===== src/rtl/dmem_port_arbiter.sv =====
// dmem_port_arbiter
//
// Shares one single-port data memory between the CPU load/store port (m0)
// and the debug/loader port (m1). The CPU has fixed priority, but m1 takes
// priority once it has been denied STARVE_LIMIT cycles in a row. The grant
// is combinational. A load's response is delivered exactly one cycle after
// its grant and goes back to the requester that owns it.
//
// Ports
//   clk, reset                : clock; synchronous active-low reset
//   m0_* (req/we/addr/wdata/wstrb -> gnt/rvalid/rdata/stall) : CPU port
//   m1_* (req/we/addr/wdata/wstrb -> gnt/rvalid/rdata)       : debug port
//   mem_en/we/addr/wdata/wstrb: memory request side
//   mem_rdata                 : memory read data, one cycle after a read
//   err                       : misaligned-access pulse
//
// Build option
//   DMEM_ARB_MISALIGN_CHK_EN  : when defined, misaligned accesses are still
//                               granted but do not reach memory. err pulses
//                               in the next cycle, and a misaligned load
//                               returns zero data. When undefined, err is
//                               always 0.
module dmem_port_arbiter #(
  parameter int ADDR_WIDTH   = 32,
  parameter int STARVE_LIMIT = 4
) (
  input  logic                  clk,
  input  logic                  reset,
  input  logic                  m0_req,
  input  logic                  m0_we,
  input  logic [ADDR_WIDTH-1:0] m0_addr,
  input  logic [31:0]           m0_wdata,
  input  logic [3:0]            m0_wstrb,
  output logic                  m0_gnt,
  output logic                  m0_rvalid,
  output logic [31:0]           m0_rdata,
  output logic                  m0_stall,
  input  logic                  m1_req,
  input  logic                  m1_we,
  input  logic [ADDR_WIDTH-1:0] m1_addr,
  input  logic [31:0]           m1_wdata,
  input  logic [3:0]            m1_wstrb,
  output logic                  m1_gnt,
  output logic                  m1_rvalid,
  output logic [31:0]           m1_rdata,
  output logic                  mem_en,
  output logic                  mem_we,
  output logic [ADDR_WIDTH-1:0] mem_addr,
  output logic [31:0]           mem_wdata,
  output logic [3:0]            mem_wstrb,
  input  logic [31:0]           mem_rdata,
  output logic                  err
);

  localparam logic [3:0] LIMIT = 4'(STARVE_LIMIT);

  logic [3:0]  starve_cnt_q, starve_cnt_d;
  logic        resp_pending_q, resp_pending_d;
  logic        rd_owner_q, rd_owner_d;     // 0 = m0, 1 = m1
  logic        rd_zero_q, rd_zero_d;       // response must return zero data
  logic        err_q, err_d;
  logic [31:0] m0_rdata_q, m0_rdata_d;
  logic [31:0] m1_rdata_q, m1_rdata_d;

  logic                  pri1;
  logic                  any_gnt;
  logic                  sel_we;
  logic [ADDR_WIDTH-1:0] sel_addr;
  logic [31:0]           sel_wdata;
  logic [3:0]            sel_wstrb;
  logic                  misaligned;
  logic [31:0]           resp_data;

  // Grant, request mux and memory drive
  always_comb begin
    m0_gnt = 1'b0;
    m1_gnt = 1'b0;
    pri1   = (starve_cnt_q == LIMIT);
    if (reset) begin
      if (pri1 && m1_req)  m1_gnt = 1'b1;
      else if (m0_req)     m0_gnt = 1'b1;
      else if (m1_req)     m1_gnt = 1'b1;
    end
    any_gnt   = m0_gnt | m1_gnt;
    sel_we    = m1_gnt ? m1_we    : m0_we;
    sel_addr  = m1_gnt ? m1_addr  : m0_addr;
    sel_wdata = m1_gnt ? m1_wdata : m0_wdata;
    sel_wstrb = m1_gnt ? m1_wstrb : m0_wstrb;
  end

`ifdef DMEM_ARB_MISALIGN_CHK_EN
  logic [3:0] below_off;  // byte lanes below the address offset
  always_comb begin
    below_off  = ~(4'hF << sel_addr[1:0]);
    misaligned = 1'b0;
    if (any_gnt && (sel_addr[1:0] != 2'b00)) begin
      // A store whose strobes all sit at or above the offset stays inside
      // one word. A load with any offset is misaligned.
      misaligned = sel_we ? ((sel_wstrb & below_off) != 4'h0) : 1'b1;
    end
  end
`else
  always_comb misaligned = 1'b0;
`endif

  always_comb begin
    mem_en    = any_gnt & ~misaligned;
    mem_we    = mem_en & sel_we;
    mem_addr  = any_gnt ? sel_addr : '0;
    mem_wdata = any_gnt ? sel_wdata : 32'h0;
    mem_wstrb = mem_we ? sel_wstrb : 4'h0;
    m0_stall  = m0_req & ~m0_gnt;
  end

  // Response steering. rvalid is also gated by reset so that a response
  // pending when reset arrives is never shown to a requester.
  always_comb begin
    m0_rvalid  = reset & resp_pending_q & ~rd_owner_q;
    m1_rvalid  = reset & resp_pending_q & rd_owner_q;
    resp_data  = rd_zero_q ? 32'h0 : mem_rdata;
    m0_rdata   = m0_rvalid ? resp_data : m0_rdata_q;
    m1_rdata   = m1_rvalid ? resp_data : m1_rdata_q;
    m0_rdata_d = m0_rdata;
    m1_rdata_d = m1_rdata;
    err        = err_q;
  end

  // Next-state logic
  always_comb begin
    starve_cnt_d = starve_cnt_q;
    if (!m1_req || m1_gnt)      starve_cnt_d = 4'h0;
    else if (starve_cnt_q != LIMIT) starve_cnt_d = starve_cnt_q + 4'h1;
    resp_pending_d = any_gnt & ~sel_we;
    rd_owner_d     = m1_gnt;
    rd_zero_d      = misaligned;
    err_d          = misaligned;
  end

  always_ff @(posedge clk) begin
    if (!reset) begin
      starve_cnt_q   <= 4'h0;
      resp_pending_q <= 1'b0;
      rd_owner_q     <= 1'b0;
      rd_zero_q      <= 1'b0;
      err_q          <= 1'b0;
      m0_rdata_q     <= 32'h0;
      m1_rdata_q     <= 32'h0;
    end else begin
      starve_cnt_q   <= starve_cnt_d;
      resp_pending_q <= resp_pending_d;
      rd_owner_q     <= rd_owner_d;
      rd_zero_q      <= rd_zero_d;
      err_q          <= err_d;
      m0_rdata_q     <= m0_rdata_d;
      m1_rdata_q     <= m1_rdata_d;
    end
  end

endmodule


===== config.mk =====
export PLATFORM = sky130hd
export DESIGN_NAME = dmem_port_arbiter
export DESIGN_NICKNAME = d
export VERILOG_FILES = /design/src/rtl/dmem_port_arbiter.sv
export SDC_FILE = /design/constraint.sdc
export NUM_CORES = 1
export LEC_CHECK = 0
export ABC_AREA = 1
export CAP_MARGIN = 0
export CORE_AREA = 5 5 118 120
export DETAILED_ROUTE_END_ITERATION = 10
export DIE_AREA = 0 0 123 125
export DONT_BUFFER_PORTS = 1
export PLACE_DENSITY = 0.57
export SLEW_MARGIN = 30
export SYNTH_ARGS = -nofsm -noshare
export SYNTH_HDL_FRONTEND = slang
export SYNTH_SLANG_ARGS = --single-unit
export TNS_END_PERCENT = 50

===== constraint.sdc =====
create_clock -name clk -period 2.1 [get_ports clk]
set_clock_uncertainty 0.1 [all_clocks]
set_input_delay 0.315 -clock clk [delete_from_list [all_inputs] [get_ports clk]]
set_output_delay 0.315 -clock clk [all_outputs]
set_load 0.005 [all_outputs]

==> impl_metrics.py, run 1 <==
metrics = {
    "timing": {
        "hold_slack_ns": 0.05559,
        "worst_slew_pin_slew_ns": 0.6270,
        "finalHoldViolCount": 0,
        "report.final.setup_viol": 1,
        "finalCritPeriodShare_pct": 100.5,
        "max_clock_freq_ghz": 0.4740,
        "timing.final.crit_period_ns": 2.110,
        "maxSlewViolCount": 0,
        "max_slew_margin_pct": 58.14,
        "final_critical_path_setup_slack_ns": -0.009877,
        "setup_repair_after_global_routing_missed_its_margin": "yes",
    },
    "hold_path": {
        "hp-class": "in -> reg",
        "holdPathStages": 2,
    },
    "power_and_ir_drop": {
        "ir_drop_mv": 0.3207,
        "pwr_density_cell_nw_per_um2": 660.5,
        "p_leak_nw": 2.414,
    },
    "worst_setup_path": {
        "worstRegToRegCells": 4,
        "worst-endpoint-required_ns": 1.68,
        "endpoint_kind": "output pin",
        "worstPathArrival_ns": 1.69,
        "worst_setup_path_start_kind": "register",
        "setup.worst_path.class": "reg -> out",
        "max_fanout_on_critical_path": 8,
    },
    "synth": {
        "share_of_yosys_cell_area_claimed_by_the_top_area_cell_type_pct": 33.98,
        "post_synth_instance_area_um2": 4124,
        "synth_ff_type": "sky130_fd_sc_hd__dfxtp_1",
        "yosysSeqAreaShare_pct": 33.98,
        "ffs_w_async_s_r_synth_pct": 0,
        "synthesis.nets": 807,
        "post-synth-top-count-cell": "sky130_fd_sc_hd__nand2_1",
        "number_of_flops_mapped_to_enable_cells_by_yosys": 0,
        "post_synth_most_frequent_cells": "175 x sky130_fd_sc_hd__nand2_1, 71 x sky130_fd_sc_hd__nand3_1, 70 x sky130_fd_sc_hd__dfxtp_1",
        "synth_area_per_cell_um2": 6.536,
        "syn_inst": 631,
        "synth.distinct_cells": 22,
        "synth_area_leader_cell": "sky130_fd_sc_hd__dfxtp_1",
        "synth.area.top_cells": "sky130_fd_sc_hd__dfxtp_1 34%, sky130_fd_sc_hd__nand2_1 16%, sky130_fd_sc_hd__nand3_1 8.6%",
        "yosys_register_bits": 70,
        "synth-warning-count": 0,
    },
    "placement": {
        "post-place-cells": 782,
        "placement.io_buffers": 0,
        "gpl.final_weighted_congestion": 0.9075,
        "hpwl_um": 11670,
        "detailedPlace.worstSlack_ns": 0.05426,
    },
    "routing": {
        "route.detailed.vias_per_inst": 5.270,
        "routed_wire_length_per_instance_um": 20.45,
        "routed_wirelength_um": 16650,
        "dr.first_iter.drc_count": 243,
        "drt_first_pass_iters": 4,
        "num_vias": 4290,
        "drcViolationCount": 0,
        "antenna_violating_nets_post_route": 0,
    },
    "floorplanning": {
        "fp.coreArea_um2": 12870,
        "core.rowCount": 42,
        "initial_core_util_pct": 32.03,
        "fp.dieArea_um2": 15380,
        "design.portCount": 314,
        "y_dimension_of_the_die_um": 125,
        "die_x_um": 123,
    },
    "finish": {
        "finish.utilization_pct": 39.84,
        "area_delta_synth_final_pct": 24.39,
        "drive_gt1_share_pct": 24.76,
        "ant_diodes": 0,
        "layout.filler_cells": 1347,
        "nets": 809,
        "final-instance-count-excl-fill": 814,
    },
    "status": {
        "outcome": "complete, but fails checks",
        "failed_checks": "setup timing",
    },
    "run": {
        "max_cap_violations": 0,
    },
    "grt": {
        "grt_overflow": 0,
        "grt_pass1_wl_um": 23770,
        "grt_max_degree": 71,
        "first_global_vias": 4073,
        "groute.usage.overall_pct": 19.83,
        "antenna_found_initial": 0,
    },
    "clock_network": {
        "cts.htree.levels": 3,
        "worst_setup_hold_path_clk_slew_ns": 0.05,
        "clk_path_buf_depth": 2,
        "cts_inserted_buffers": 9,
        "numClockSinks": 70,
        "clk_root_buffer_cell": "sky130_fd_sc_hd__clkbuf_16",
        "tritoncts_clock_tree": "yes",
        "worstSkewPairLatency_ns": 0.32,
    },
}
[worst max-delay path, cell delays in order, from the launching register on]
cell	delay [ns]
sky130_fd_sc_hd__dfxtp_2	0.32
sky130_fd_sc_hd__inv_2	0.07
sky130_fd_sc_hd__ha_4	0.14
sky130_fd_sc_hd__nand3_4	0.09
sky130_fd_sc_hd__nand2_8	0.13
sky130_fd_sc_hd__buf_12	0.14
sky130_fd_sc_hd__clkbuf_16	0.16
sky130_fd_sc_hd__nand3_1	0.11
sky130_fd_sc_hd__a21oi_2	0.20
[area by class of cell]
class | instances | area [um2] | area share, %
sequential | 70 | 1404 | 27.37
multi-input combinational | 462 | 2515 | 49.02
clock inverter | 3 | 17.52 | 0.3415
inverter | 52 | 198.9 | 3.878
timing repair buffer | 38 | 504.2 | 9.829
tap | 176 | 220.2 | 4.293
clock buffer | 13 | 270.3 | 5.268
[final timing paths]
check,start,end,slack [ns]
worst max-delay path,starve_cnt_q[1],mem_addr[3],-0.01
worst min-delay path,mem_rdata[7],m1_rdata_q[7],0.06
worst max register to register,rd_owner_q,m1_rdata_q[4],0.70
worst min register to register,m1_rdata_q[17],m1_rdata_q[17],0.37
[kinds of logic after synthesis]
kind of cell    count (synthesis)  share of synthesized area, %
xor+xnor                        1                        0.2124
simple gates                  325                         34.25
fa+ha+maj                       2                        0.6067
compound gates                133                         19.48
flops                          70                         33.98
buf+inv                        99                         11.38
other cells                     1                       0.09093
[through the flow]
| step | power (mW) | instance area, um2 | setup TNS, ns |
|---|---|---|---|
| 2_1_floorplan | 1.766 | 4124 | 0 |
| 3_3_place_gp | 1.865 | 4285 | 0 |
| 3_5_place_dp | 1.878 | 4285 | 0 |
| 4_1_cts | 3.412 | 4971 | -0.07300 |
| 5_1_grt | 3.553 | 5130 | -1.112 |
| 6_report | 3.389 | 5130 | -0.009877 |
[where the power goes]
group	internal [mW]	switching, mW
sequential	1.36	0.00780
clock	0.891	0.528
combinational	0.220	0.379
total	2.47	0.914
[routing by layer]
metal | vias up | wire [um] | share of wire, % | GRT usage [%]
met5 | - | 0 | 0 | 0
met4 | 0 | 312 | 1.9 | 5.668
met3 | 29 | 1759 | 11 | 7.949
met2 | 241 | 8319 | 50 | 33.52
met1 | 1986 | 6254 | 38 | 23.03
li1 | 2034 | - | - | -
[registers in the layout, indices dropped and copies added, names as in the netlist]
name,cells
rd_owner_q,1
m1_rdata_q,32
resp_pending_q,1
starve_cnt_q,4
m0_rdata_q,32
[layout by cell type, fill, tap and decap left out, types with 3 or more instances in the layout]
cell                          n
sky130_fd_sc_hd__a21oi_1     35
sky130_fd_sc_hd__a21oi_2     63
sky130_fd_sc_hd__buf_12       6
sky130_fd_sc_hd__buf_16       4
sky130_fd_sc_hd__buf_4       23
sky130_fd_sc_hd__clkbuf_16   12
sky130_fd_sc_hd__clkbuf_8     3
sky130_fd_sc_hd__clkinv_2     3
sky130_fd_sc_hd__dfxtp_1     68
sky130_fd_sc_hd__inv_1       44
sky130_fd_sc_hd__inv_2        6
sky130_fd_sc_hd__nand2_1    166
sky130_fd_sc_hd__nand2_2      7
sky130_fd_sc_hd__nand3_1     63
sky130_fd_sc_hd__nand3_2      8
sky130_fd_sc_hd__nand3_4      3
sky130_fd_sc_hd__nor2_1      38
sky130_fd_sc_hd__nor2_4       3
sky130_fd_sc_hd__o21ai_0      4
sky130_fd_sc_hd__o21ai_1     30
sky130_fd_sc_hd__or2_1       27
sky130_fd_sc_hd__or2_2        5
[repair_timing]
| action | in CTS | in global routing |
|---|---|---|
| hold buffers | 0 | 0 |
| pin swaps | 23 | 35 |
| setup endpoints to repair | 69 | 72 |
| buffers inserted | 6 | 3 |
| resized for setup | 46 | 33 |
| cloned | 6 | 3 |
No activity file was read; power rests on OpenSTA's default activity.
==> inputs of run 2 (changes only) <==
--- a/config.mk
+++ b/config.mk
@@ -6,6 +6,7 @@
 export NUM_CORES = 1
 export LEC_CHECK = 0
 export ABC_AREA = 1
+export ABC_CLOCK_PERIOD_IN_PS = 2100
 export CAP_MARGIN = 0
 export CORE_AREA = 5 5 118 120
 export DETAILED_ROUTE_END_ITERATION = 10
==> constraint.sdc (replaced) <==
create_clock -name clk -period 2.1 [get_ports clk]
set_clock_uncertainty 0.1 [all_clocks]
set_input_delay 0.315 -clock clk [delete_from_list [all_inputs] [get_ports clk]]
set_output_delay 0.315 -clock clk [all_outputs]
set_load 0.02 [all_outputs]
==> impl_metrics.py, run 2 (synthesis results as in run 1) <==
metrics = {
    "hold_path": {
        "hp-class": "in -> reg",
    },
    "grt": {
        "grt_max_degree": 71,
        "antenna_found_initial": 0,
        "first_global_vias": 4552,
        "grt_overflow": 0,
        "groute.usage.overall_pct": 20.41,
        "grt_pass1_wl_um": 24830,
    },
    "power_and_ir_drop": {
        "power.net_switching_mw": 1.098,
        "sequential_power_share_pct": 36.7,
        "ir_drop_mv": 0.4288,
        "finalPower_mw": 3.736,
        "intPower_mw": 2.637,
        "pwr_density_cell_nw_per_um2": 621.7,
        "p_leak_nw": 2.855,
        "power.combinational.fraction_pct": 25.1,
        "power.share.switching_pct": 29.40,
        "pwr-share-clk_pct": 38.2,
    },
    "clock_network": {
        "clk_root_buffer_cell": "sky130_fd_sc_hd__clkbuf_16",
        "holdBufCountCts": 0,
        "tritoncts_clock_tree": "yes",
        "numClockSinks": 70,
        "worstSkewPairLatency_ns": 0.32,
        "clk_path_buf_depth": 2,
        "cts.htree.levels": 3,
        "cts_inserted_buffers": 9,
        "worst_setup_hold_path_clk_slew_ns": 0.06,
    },
    "timing": {
        "setup_repair_after_global_routing_missed_its_margin": "yes",
        "finalCritPeriodShare_pct": 105.2,
        "timing.final.crit_period_ns": 2.208,
        "final_critical_path_setup_slack_ns": -0.1082,
        "report.final.setup_viol": 68,
        "max_clock_freq_ghz": 0.4529,
        "maxSlewViolCount": 0,
        "finalHoldViolCount": 0,
    },
    "floorplanning": {
        "initial_core_util_pct": 32.03,
        "fp.coreArea_um2": 12870,
        "fp.dieArea_um2": 15380,
        "y_dimension_of_the_die_um": 125,
        "design.portCount": 314,
        "core.rowCount": 42,
        "die_x_um": 123,
    },
    "routing": {
        "dr.first_iter.drc_count": 281,
        "drcViolationCount": 0,
        "route.detailed.vias_per_inst": 5.189,
        "drt_first_pass_iters": 6,
        "routed_wire_length_per_instance_um": 19.42,
        "antenna_violating_nets_post_route": 0,
        "routed_wirelength_um": 17050,
        "num_vias": 4556,
    },
    "finish": {
        "final_cell_mix": "152 x sky130_fd_sc_hd__nand2_1, 68 x sky130_fd_sc_hd__dfxtp_1, 61 x sky130_fd_sc_hd__nand3_1, 49 x sky130_fd_sc_hd__a21oi_2, 45 x sky130_fd_sc_hd__buf_4",
        "finish.utilization_pct": 46.67,
        "area_delta_synth_final_pct": 45.69,
        "nets": 873,
        "drive_gt1_share_pct": 33.19,
        "final_common_cell": "sky130_fd_sc_hd__nand2_1",
        "ant_diodes": 0,
        "layout.filler_cells": 1297,
        "reg.largest.list": "m0_rdata_q (32), m1_rdata_q (32), starve_cnt_q (4)",
    },
    "worst_setup_path": {
        "max_fanout_on_critical_path": 8,
        "worstPathArrival_ns": 1.79,
        "worst_setup_path_start_kind": "register",
        "endpoint_kind": "output pin",
        "worst-endpoint-required_ns": 1.68,
        "setup.worst_path.class": "reg -> out",
    },
    "status": {
        "outcome": "complete, but fails checks",
        "failed_checks": "setup timing",
    },
    "run": {
        "max_cap_violations": 0,
    },
    "placement": {
        "hpwl_um": 12110,
        "placement.io_buffers": 0,
        "gpl.final_weighted_congestion": 0.9755,
    },
}
## run 2: cell types whose count changed in the layout (fill, tap and decap cells not counted), moves of 3 or more
cell / before / now
sky130_fd_sc_hd__clkbuf_8: 3 / 0
sky130_fd_sc_hd__buf_6: 1 / 33
sky130_fd_sc_hd__nor2_4: 3 / 0
sky130_fd_sc_hd__nand2_1: 166 / 152
sky130_fd_sc_hd__buf_4: 23 / 45
sky130_fd_sc_hd__clkbuf_16: 12 / 16
sky130_fd_sc_hd__nand2_2: 7 / 16
sky130_fd_sc_hd__a21oi_4: 0 / 12
sky130_fd_sc_hd__a21oi_2: 63 / 49
sky130_fd_sc_hd__nand2_4: 2 / 7
sky130_fd_sc_hd__buf_12: 6 / 10
## run 2: path summary, 6_finish.rpt
| kind | startpoint | endpoint | slack, ns | cells after the start |
|---|---|---|---|---|
| worst min-delay path | mem_rdata[8] | m1_rdata_q[8] | 0.06 | 2 |
| worst max register to register | starve_cnt_q[0] | resp_pending_q | 0.72 | 8 |
| worst max-delay path | starve_cnt_q[0] | mem_addr[2] | -0.11 | 9 |
| worst min register to register | m1_rdata_q[0] | m1_rdata_q[0] | 0.37 | 2 |
## run 2: power groups by stage
stage	Clock, mW	Sequential [mW]	Combinational (mW)
6_report	1.43	1.37	0.936
5_1_grt	1.54	1.37	0.997
4_1_cts	1.48	1.37	0.854
3_5_place_dp	0	1.40	0.734
3_3_place_gp	0	1.40	0.720
2_1_floorplan	0	1.40	0.528
## run 2: per-stage QoR
step / setup slack (ns) / instances / setup TNS (ns) / hold slack [ns] / area (um2)
floorplan: 0.1912 / 631 / 0 / 0.3297 / 4124
global route: -0.1727 / 878 / -9.227 / 0.05367 / 6008
CTS: -0.1188 / 868 / -5.757 / 0.04312 / 5579
global placement: 0.06665 / 840 / 0 / 0.3595 / 4733
detailed placement: -0.01576 / 840 / -0.01708 / 0.3652 / 4733
finish: -0.1082 / 878 / -4.242 / 0.05694 / 6008
## run 2: timing repair
item | in CTS | in global routing
pin swaps | 36 | 39
endpoints found under the setup margin | 73 | 71
setup buffers | 7 | 3
cloned | 5 | 7
endpoints found under the hold margin | 0 | 0
gates resized for setup | 83 | 65
## run 2: metal layers
metal / GRT usage [%] / vias to the layer above / part of all wire, %
li1: - / 2165 / -
met1: 22.92 / 2129 / 37
met2: 35.83 / 233 / 51
met3: 6.369 / 29 / 9.0
met4: 7.622 / 0 / 3.0
met5: 0 / - / 0
## run 2: cell type report
type                            count  area (um2)  share of cell area (%)
Tap cell                          176       220.2                   3.665
Multi-Input combinational cell    462        2648                   44.07
Timing Repair Buffer              102        1252                   20.85
Inverter                           52       200.2                   3.332
Clock buffer                       12       236.5                   3.936
Sequential cell                    70        1404                   23.37
Clock inverter                      4       47.55                  0.7913
## run 2: critical path, stage by stage (launching register included)
cell and delay [ns]:
sky130_fd_sc_hd__dfxtp_2 0.33, sky130_fd_sc_hd__inv_2 0.07, sky130_fd_sc_hd__ha_4 0.14, sky130_fd_sc_hd__nand3_4 0.09, sky130_fd_sc_hd__nand2_8 0.12, sky130_fd_sc_hd__buf_12 0.17, sky130_fd_sc_hd__clkbuf_16 0.15, sky130_fd_sc_hd__nand3_1 0.10
sky130_fd_sc_hd__a21oi_1 0.15, sky130_fd_sc_hd__buf_4 0.16
